`config.mk`:
```
export PLATFORM = sky130hd
export DESIGN_NAME = product_list_manager
export DESIGN_NICKNAME = d
export VERILOG_FILES = /design/src/rtl/product_list_manager_pkg.sv /design/src/rtl/product_list_manager_price_table.sv /design/src/rtl/product_list_manager.sv
export SDC_FILE = /design/constraint.sdc
export NUM_CORES = 1
export LEC_CHECK = 0
export BUFFER_PORTS_ARGS = -buffer_cell sky130_fd_sc_hd__clkbuf_2
export CORE_MARGIN = 2
export CORE_UTILIZATION = 51
export CTS_BUF_LIST = sky130_fd_sc_hd__clkbuf_8
export DETAILED_ROUTE_END_ITERATION = 12
export PLACE_DENSITY = 0.71
export RECOVER_POWER = 25
export SLEW_MARGIN = 30
export SYNTH_ARGS = -nofsm -noshare
export SYNTH_HDL_FRONTEND = slang
export SYNTH_HIERARCHICAL = 1
export SYNTH_SLANG_ARGS = --single-unit
```
`constraint.sdc`:
```
create_clock -name CLK -period 5.7 [get_ports CLK]
set_clock_uncertainty 0.15 [all_clocks]
set_input_delay 0.855 -clock CLK [delete_from_list [all_inputs] [get_ports CLK]]
set_output_delay 0.855 -clock CLK [all_outputs]
set_load 0.01 [all_outputs]
```
`src/rtl/product_list_manager_pkg.sv`:
```
// Shared constants for the sale-display product list: slot geometry, field widths
// and the list controller state encoding.
package product_list_manager_pkg;

  localparam int SLOTS   = 12;
  localparam int SLOT_W  = 4;
  localparam int PRICE_W = 8;
  localparam int TOTAL_W = 12;
  localparam int COUNT_W = 4;

  localparam logic [SLOT_W-1:0] BLANK_ID = 4'hF;

  localparam logic [0:0] ST_IDLE = 1'b0;
  localparam logic [0:0] ST_CLR  = 1'b1;

endpackage

```
`src/rtl/product_list_manager_price_table.sv`:
```
// Combinational per-ID price lookup; the blank code (and anything unlisted) prices at zero.
module price_table
  import product_list_manager_pkg::*;
(
  input  logic [SLOT_W-1:0]  id,
  output logic [PRICE_W-1:0] price
);

  // Fixed price list indexed by product ID
  always_comb begin
    price = 8'd0;
    case (id)
      4'd0:    price = 8'd10;
      4'd1:    price = 8'd25;
      4'd2:    price = 8'd40;
      4'd3:    price = 8'd55;
      4'd4:    price = 8'd99;
      4'd5:    price = 8'd120;
      4'd6:    price = 8'd7;
      4'd7:    price = 8'd200;
      4'd8:    price = 8'd33;
      4'd9:    price = 8'd64;
      4'd10:   price = 8'd128;
      4'd11:   price = 8'd150;
      4'd12:   price = 8'd1;
      4'd13:   price = 8'd180;
      4'd14:   price = 8'd255;
      default: price = 8'd0;
    endcase
  end

endmodule

```
`src/rtl/product_list_manager.sv`:
```
// Ordered product list for the sale display: append, drop-newest and clear, with
// a running price total kept alongside the slot contents.
module product_list_manager #(
  parameter int          SLOTS    = product_list_manager_pkg::SLOTS,
  parameter logic [3:0]  BLANK_ID = product_list_manager_pkg::BLANK_ID
) (
  input  logic                                            CLK,
  input  logic                                            RST,
  input  logic                                            add_valid,
  input  logic [product_list_manager_pkg::SLOT_W-1:0]     add_id,
  output logic                                            add_ready,
  input  logic                                            remove_last,
  input  logic                                            clear,
  output logic [SLOTS*product_list_manager_pkg::SLOT_W-1:0] product_IDS,
  output logic [product_list_manager_pkg::COUNT_W-1:0]    count,
  output logic [product_list_manager_pkg::TOTAL_W-1:0]    total,
  output logic                                            full,
  output logic                                            empty,
  output logic                                            err
);

  import product_list_manager_pkg::SLOT_W;
  import product_list_manager_pkg::PRICE_W;
  import product_list_manager_pkg::TOTAL_W;
  import product_list_manager_pkg::COUNT_W;
  import product_list_manager_pkg::ST_IDLE;
  import product_list_manager_pkg::ST_CLR;

  logic [SLOT_W-1:0]  slots_r [SLOTS];
  logic [COUNT_W-1:0] count_r;
  logic [TOTAL_W-1:0] total_r;
  logic [0:0]         state_r;
  logic               err_r;

  logic               full_s;
  logic               do_clear_s;
  logic               do_remove_s;
  logic               do_add_s;
  logic               reject_s;
  logic [0:0]         state_nxt_s;
  logic [COUNT_W-1:0] rem_idx_s;
  logic [SLOT_W-1:0]  rem_id_s;
  logic [PRICE_W-1:0] add_price_s;
  logic [PRICE_W-1:0] rem_price_s;

  assign full_s    = (count_r == COUNT_W'(SLOTS));
  assign rem_idx_s = count_r - 4'd1;

  price_table u_add_price (.id(add_id),   .price(add_price_s));
  price_table u_rem_price (.id(rem_id_s), .price(rem_price_s));

  // Select the newest occupied slot without indexing past the array on an empty list
  always_comb begin
    rem_id_s = BLANK_ID;
    for (int i = 0; i < SLOTS; i++) begin
      if (rem_idx_s == COUNT_W'(i)) begin
        rem_id_s = slots_r[i];
      end else begin
        rem_id_s = rem_id_s;
      end
    end
  end

  // Arbitrate requests (clear > remove_last > add) and flag rejected operations
  always_comb begin
    do_clear_s  = 1'b0;
    do_remove_s = 1'b0;
    do_add_s    = 1'b0;
    reject_s    = 1'b0;
    state_nxt_s = ST_IDLE;
    if (state_r == ST_IDLE) begin
      if (clear) begin
        do_clear_s  = 1'b1;
        state_nxt_s = ST_CLR;
      end else if (remove_last) begin
        if (count_r != 4'd0) begin
          do_remove_s = 1'b1;
        end else begin
          reject_s = 1'b1;
        end
      end else if (add_valid) begin
        if ((add_id == BLANK_ID) || full_s) begin
          reject_s = 1'b1;
        end else begin
          do_add_s = 1'b1;
        end
      end else begin
        reject_s = 1'b0;
      end
    end else begin
      state_nxt_s = ST_IDLE;
    end
  end

  // Slot contents, occupancy, running total, state and error pulse
  always_ff @(posedge CLK or posedge RST) begin
    if (RST) begin
      for (int i = 0; i < SLOTS; i++) begin
        slots_r[i] <= BLANK_ID;
      end
      count_r <= 4'd0;
      total_r <= 12'd0;
      state_r <= ST_IDLE;
      err_r   <= 1'b0;
    end else begin
      state_r <= state_nxt_s;
      err_r   <= reject_s;
      for (int i = 0; i < SLOTS; i++) begin
        if (do_clear_s) begin
          slots_r[i] <= BLANK_ID;
        end else if (do_remove_s && (rem_idx_s == COUNT_W'(i))) begin
          slots_r[i] <= BLANK_ID;
        end else if (do_add_s && (count_r == COUNT_W'(i))) begin
          slots_r[i] <= add_id;
        end else begin
          slots_r[i] <= slots_r[i];
        end
      end
      if (do_clear_s) begin
        count_r <= 4'd0;
        total_r <= 12'd0;
      end else if (do_remove_s) begin
        count_r <= count_r - 4'd1;
        total_r <= total_r - TOTAL_W'(rem_price_s);
      end else if (do_add_s) begin
        count_r <= count_r + 4'd1;
        total_r <= total_r + TOTAL_W'(add_price_s);
      end else begin
        count_r <= count_r;
        total_r <= total_r;
      end
    end
  end

  // Slot 0 (oldest) sits in the most significant nibble
  always_comb begin
    product_IDS = {(SLOTS*SLOT_W){1'b0}};
    for (int i = 0; i < SLOTS; i++) begin
      product_IDS[(SLOTS-1-i)*SLOT_W +: SLOT_W] = slots_r[i];
    end
  end

  assign count     = count_r;
  assign total     = total_r;
  assign err       = err_r;
  assign full      = full_s;
  assign empty     = (count_r == 4'd0);
  assign add_ready = !full_s && (state_r == ST_IDLE);

endmodule

```
* After elaboration in Yosys (flattened, before gate mapping)
Memory sizes are Yosys's and may differ from the RTL's. Cells that the tools add are included.
Word-level totals: register bits after elaboration 66, bits in latches 0, memory bits (writable) 0, bits in read-only memories 256, logic and storage cells 161, memories 2
Operators by class: $add $sub $neg 4, multipliers 0, divide/modulo/power cells 0, magnitude comparators 0, eq/ne operators 24, shifts and indexed selects 0, muxes and demuxes 71, bitwise operators 1, reductions and logical operators 43
Memory list:
- (no name shown) | words 16, width 8, read ports 1, clocked after Yosys merged registers in 0, wr ports 0, RTL line product_list_manager_price_table.sv:12 | case (id)
- (no name shown) | words 16, width 8, read ports 1, clocked after Yosys merged registers in 0, wr ports 0, RTL line product_list_manager_price_table.sv:12
Operators by type and width (count):
- 4-bit two-way mux | 51
- 4-bit equality test, second input constant | 10
- 3-bit nonzero test | 13
- 12-bit two-way mux | 3
- 4-bit by 3-bit equality test with 1-bit output, second input constant | 8
- 1-bit logical AND | 25
- 1-bit two-way mux | 17
- 4-bit by 2-bit equality test with 1-bit output, second input constant | 4
- 12-bit by 8-bit adder with 12-bit output | 1
- 12-bit by 8-bit subtractor with 12-bit output | 1
- 4-bit by 1-bit equality test with 1-bit output, second input constant | 2
- 4-bit zero test | 2
- 4-bit by 1-bit adder with 4-bit output, second input constant | 1
- 4-bit nonzero test | 1
- 4-bit by 1-bit subtractor with 4-bit output, second input constant | 1
- 1-bit zero test | 1
- 1-bit logical OR | 1
- 1-bit NOT | 1

* Logic depth before layout (Yosys ltp)
An unclocked memory read counts as a cell.
word-level depth 18, depth in mapped cells 26, depth with buffers taken out 23

* Hierarchy
Netlist, hierarchy kept.
By module, submodules not included:
- product_list_manager | times used 1, cells each 555, area each 4570.6 um^2
- price_table at u_add_price | times used 1, cells each 37, area each 292.8 um^2
- price_table at u_rem_price | times used 1, cells each 37, area each 270.3 um^2

* Worst setup path after synthesis
OpenSTA, ideal clock, no wires.
path kind reg-to-reg, start point register count_r[0], in the netlist count[0], end point register total_r[10], in the netlist total[10], arrival 4.883 ns, required time 5.429 ns, path slack 0.546 ns, stages on the path, launching flop included 24, buffers on the path 1, period minus slack after synthesis 5.154 ns, path through dfrtp_1 -> inv_1 -> ha_1 -> clkbuf_1 -> a2111oi_0 -> nor4b_1 -> or4_1 -> o21a_1 -> a31oi_1 -> inv_1 -> ha_1 -> and2_2 -> o21ai_1 -> o311ai_1 -> nand2_1 -> o21ai_0 -> ha_1 -> fa_1 -> nor2b_1 -> o31a_1 -> o2111ai_1 -> a31oi_1 -> xor2_1 -> a22o_1
Between the ends: cells in the longest elaborated chain, start to end 18, elaborated cells on any way between the ends 42, those cells by class add/sub: 2; eq/ne: 12; mux: 23; reduce/logical: 4; memory: 1
RTL lines:
- start: declaration | RTL line product_list_manager.sv:30 | logic [COUNT_W-1:0] count_r;
- start signal: assignment | RTL line product_list_manager.sv:123 | count_r <= count_r - 4'd1;
- start signal: assignment | RTL line product_list_manager.sv:126 | count_r <= count_r + 4'd1;
- start signal: assignment | RTL line product_list_manager.sv:129 | count_r <= count_r;
- 4-bit by 1-bit subtractor with 4-bit output * | RTL line product_list_manager.sv:47 | assign rem_idx_s = count_r - 4'd1;
- 4-bit zero test | RTL line product_list_manager.sv:56 | if (rem_idx_s == COUNT_W'(i)) begin
- 4-bit two-way mux (11 in series) | RTL line product_list_manager.sv:56
- 4-bit two-way mux * | RTL line product_list_manager.sv:56
- named net rem_id_s[0] | RTL line product_list_manager.sv:42 | logic [SLOT_W-1:0] rem_id_s;
- memory 16 x 8 bit *
- named net rem_price_s[0] | RTL line product_list_manager.sv:44 | logic [PRICE_W-1:0] rem_price_s;
- 12-bit by 8-bit subtractor with 12-bit output * | RTL line product_list_manager.sv:124 | total_r <= total_r - TOTAL_W'(rem_price_s);
- 12-bit two-way mux * | RTL line product_list_manager.sv:122 | end else if (do_remove_s) begin
- 12-bit two-way mux * | RTL line product_list_manager.sv:119 | if (do_clear_s) begin
- end signal: assignment | RTL line product_list_manager.sv:124
- end signal: assignment | RTL line product_list_manager.sv:127 | total_r <= total_r + TOTAL_W'(add_price_s);
- end signal: assignment | RTL line product_list_manager.sv:130 | total_r <= total_r;
- end: declaration | RTL line product_list_manager.sv:31 | logic [TOTAL_W-1:0] total_r;
The timed path passes the listed nets; every way through them passes the cells marked *. A chain may end at the register's enable or synchronous reset.

* Final worst setup path
Ends and elaborated chain as after synthesis.

==> flow_summary.yaml <==
synth:
  ys_seq_area_share_pct: 33.3
  yosys.area.top_type: "dfstp_2"
  synth_cell_type_count: 76
  synth.net_count: 667
  synth_enable_flop_cells: 0
  synthFlopType: "dfstp_2"
  synth_top_area_share_pct: 24.6
  ys_ff_latch: 66
  synthMostInstantiatedCell: "nand3_1"
  synth_area_sq_um: 5130
  synth_area_leaders: "dfstp_2 (25%), nand3_1 (9.3%), dfrtp_1 (8.8%), ha_1 (6.8%), nand2_1 (6.5%)"
  synth_commonest_cells: "nand3_1 (95), nand2_1 (89), dfstp_2 (48), nor2_1 (34), o21ai_0 (34)"
  syn-mean-instance-area_sq_um: 8.16
  syn_inst: 629
  async_flop_share_pct: 100
  yosys_warnings: 6
worst_hold_path:
  worstHoldEndpoint: "err"
  worst_hold_path_type: "reg2reg"
  hp-start: "state_r"
  hold-path-cell-count: 1
floorplanning:
  ioPinCount: 77
  dieArea_sq_um: 10900
  fp.dieH_um: 104
  initial_core_util_pct: 52.5
  row_count: 36
  die_w_um: 104
  core_region_area_sq_um: 9770
cts:
  htree_levels: 3
  postCtsSetupRepairBufs: 0
  insertion_delay_ps: 360
  cts.sinks: 66
  cts_tree: "yes"
  cts_buffers: 9
  clockBufferDepth: 2
  cts-root-buf: "clkbuf_8"
  clk_pin_slew_ps: 70
critical_path:
  critPathMaxFanout: 12
  critPathCaptureType: "flop"
  worstPathArrival_ps: 5430
  r2r-start: "count[0]"
  r2r-end: "total[10]"
  worstPathRequired_ps: 5800
  reg2reg_depth: 23
  critPathKind: "reg2reg"
  start_kind: "flop"
  regToRegSetupSlack_ps: 370
sta:
  setup_viol: 0
  finalSetupTns_ps: 0
  finalCritPeriodShare_pct: 93.5
  hold_viol: 0
  rsz0062_at_grt: "no"
  period_needed_ps: 5330
  final_max_slew_viol_count: 67
  worst_pin_slew_ps: 3440
  slew_headroom_pct: -129
  fmax_mhz: 188
grt:
  grt_pass1_vias: 4780
  overflow: 0
  grt_pass1_wl_mm: 23.9
  antenna_found_initial: 0
  grt_use_total_pct: 27.1
  grt_max_degree: 67
layout:
  drive_gt1_share_pct: 25.9
  finalNetCount: 733
  n_antenna_cell: 0
  syn_to_final_growth_pct: 12.7
  fill_cells: 895
  post_layout_nonfiller_instances: 833
routing:
  wl_mm: 14.5
  postRouteAntennaNets: 0
  routedWlPerCell_um: 17.4
  wl_met1_mm: 6.34
  dr_wl_met3_um: 921
  vias_per_cell: 6.07
  drc: 0
  wl_met2_mm: 6.78
  drt-pass1-iter-count: 5
  vias: 5054
  highest_layer: "met4"
  drt_iter0_drc: 345
pwr:
  power.density_nw_per_um2: 446
  leakage_nw: 2.71
  ir_worst_vdd_uv: 184
run_status:
  violations: "max-capacitance violations, max-slew violations"
  status: "finished, violations left"
placed_design:
  dp_hpwl_mm: 10.4
  gp_congestion: 0.914
  io_buffers: 76
  placedCellCount: 817
run:
  cap_violations: 1
## worst max-delay path, stage by stage, from the launching register on
cell and delay (ps):
dfrtp_1 380, buf_4 170, ha_1 370, and3b_1 270, a31oi_2 280, nor4_1 80, or4_1 540, o21a_1 130
a31oi_1 200, inv_1 110, ha_1 240, and2_2 200, o21ai_1 160, o311ai_1 110, nand2_1 80, o21ai_0 90
ha_1 250, fa_1 390, nor2b_1 220, o31a_1 210, o2111ai_1 140, a31oi_1 190, xor2_1 90, a22o_1 200
## report_power, final
group / internal [mW] / total (mW) / switching (mW)
clock network: 0.163 / 0.349 / 0.186
registers: 0.541 / 0.611 / 0.0693
logic: 0.678 / 1.62 / 0.945
## sequential cells by signal, indices dropped and copies added (netlist names)
name,cells
err,1
total,12
state_r,1
count,4
product_IDS,48
## cell type report
type | instances | area (sq um) | share of cell area [%]
clock buffer | 10 | 138 | 2.38
multi-input combinational | 495 | 3100 | 53.6
inverter | 24 | 90.1 | 1.56
timing repair buffer | 99 | 553 | 9.55
clock inverter | 6 | 26.3 | 0.454
tap | 133 | 166 | 2.88
sequential | 66 | 1710 | 29.6
## cell usage in the layout, fill, tap and decap left out, types with 18 or more instances in the layout
| cell type | Yosys | final |
|---|---|---|
| nand3_1 | 95 | 95 |
| nand2_1 | 89 | 89 |
| clkbuf_2 | 0 | 76 |
| dfstp_2 | 48 | 48 |
| nor2_1 | 34 | 34 |
| o21ai_0 | 34 | 33 |
| a21oi_1 | 31 | 31 |
| inv_1 | 24 | 28 |
| ha_1 | 28 | 26 |
| buf_4 | 1 | 21 |
| dfrtp_1 | 18 | 18 |
## cell families after synthesis
kind of cell	share of synthesized area [%]
multiplexers	2.63
AND/OR/NAND/NOR	27.9
XOR/XNOR	2.22
AO/OA/AOI/OAI	20.1
buffers and inverters	6.61
flip-flops	33.3
adder cells (fa/ha/maj)	7.21
## worst max path at each step
stage / start / end / depth (start not counted)
finish: count[0] / total[10] / 23
detailed placement: count[0] / total[9] / 19
floorplan: count[0] / total[10] / 23
CTS: count[0] / total[9] / 19
global route: count[0] / total[10] / 23
global placement: count[0] / total[10] / 24
## through the flow
| step | hold slack (ps) | total power, mW | setup slack [ps] | utilization [%] | instance area [sq um] |
|---|---|---|---|---|---|
| global route | 361 | 2.77 | 4.60 | 59.2 | 5790 |
| CTS | 331 | 2.55 | 348 | 59.1 | 5780 |
| floorplan | 294 | 1.79 | 546 | - | 5130 |
| global placement | 308 | 2.13 | 587 | 57.3 | 5600 |
| finish | 330 | 2.58 | 368 | 59.2 | 5790 |
| detailed placement | 323 | 2.19 | 363 | 57.4 | 5610 |
## timing repair
action | CTS | global route
resized for setup | 0 | 4
hold buffers | 0 | 0
setup endpoints to repair | 0 | 5
## per-layer routing
layer	vias to the layer above	global-route usage, %
met1	2409	36.3
met5	-	0
met3	31	3.32
met2	203	43.5
li1	2411	-
met4	0	12.7
(Power assumes the default switching activity.)
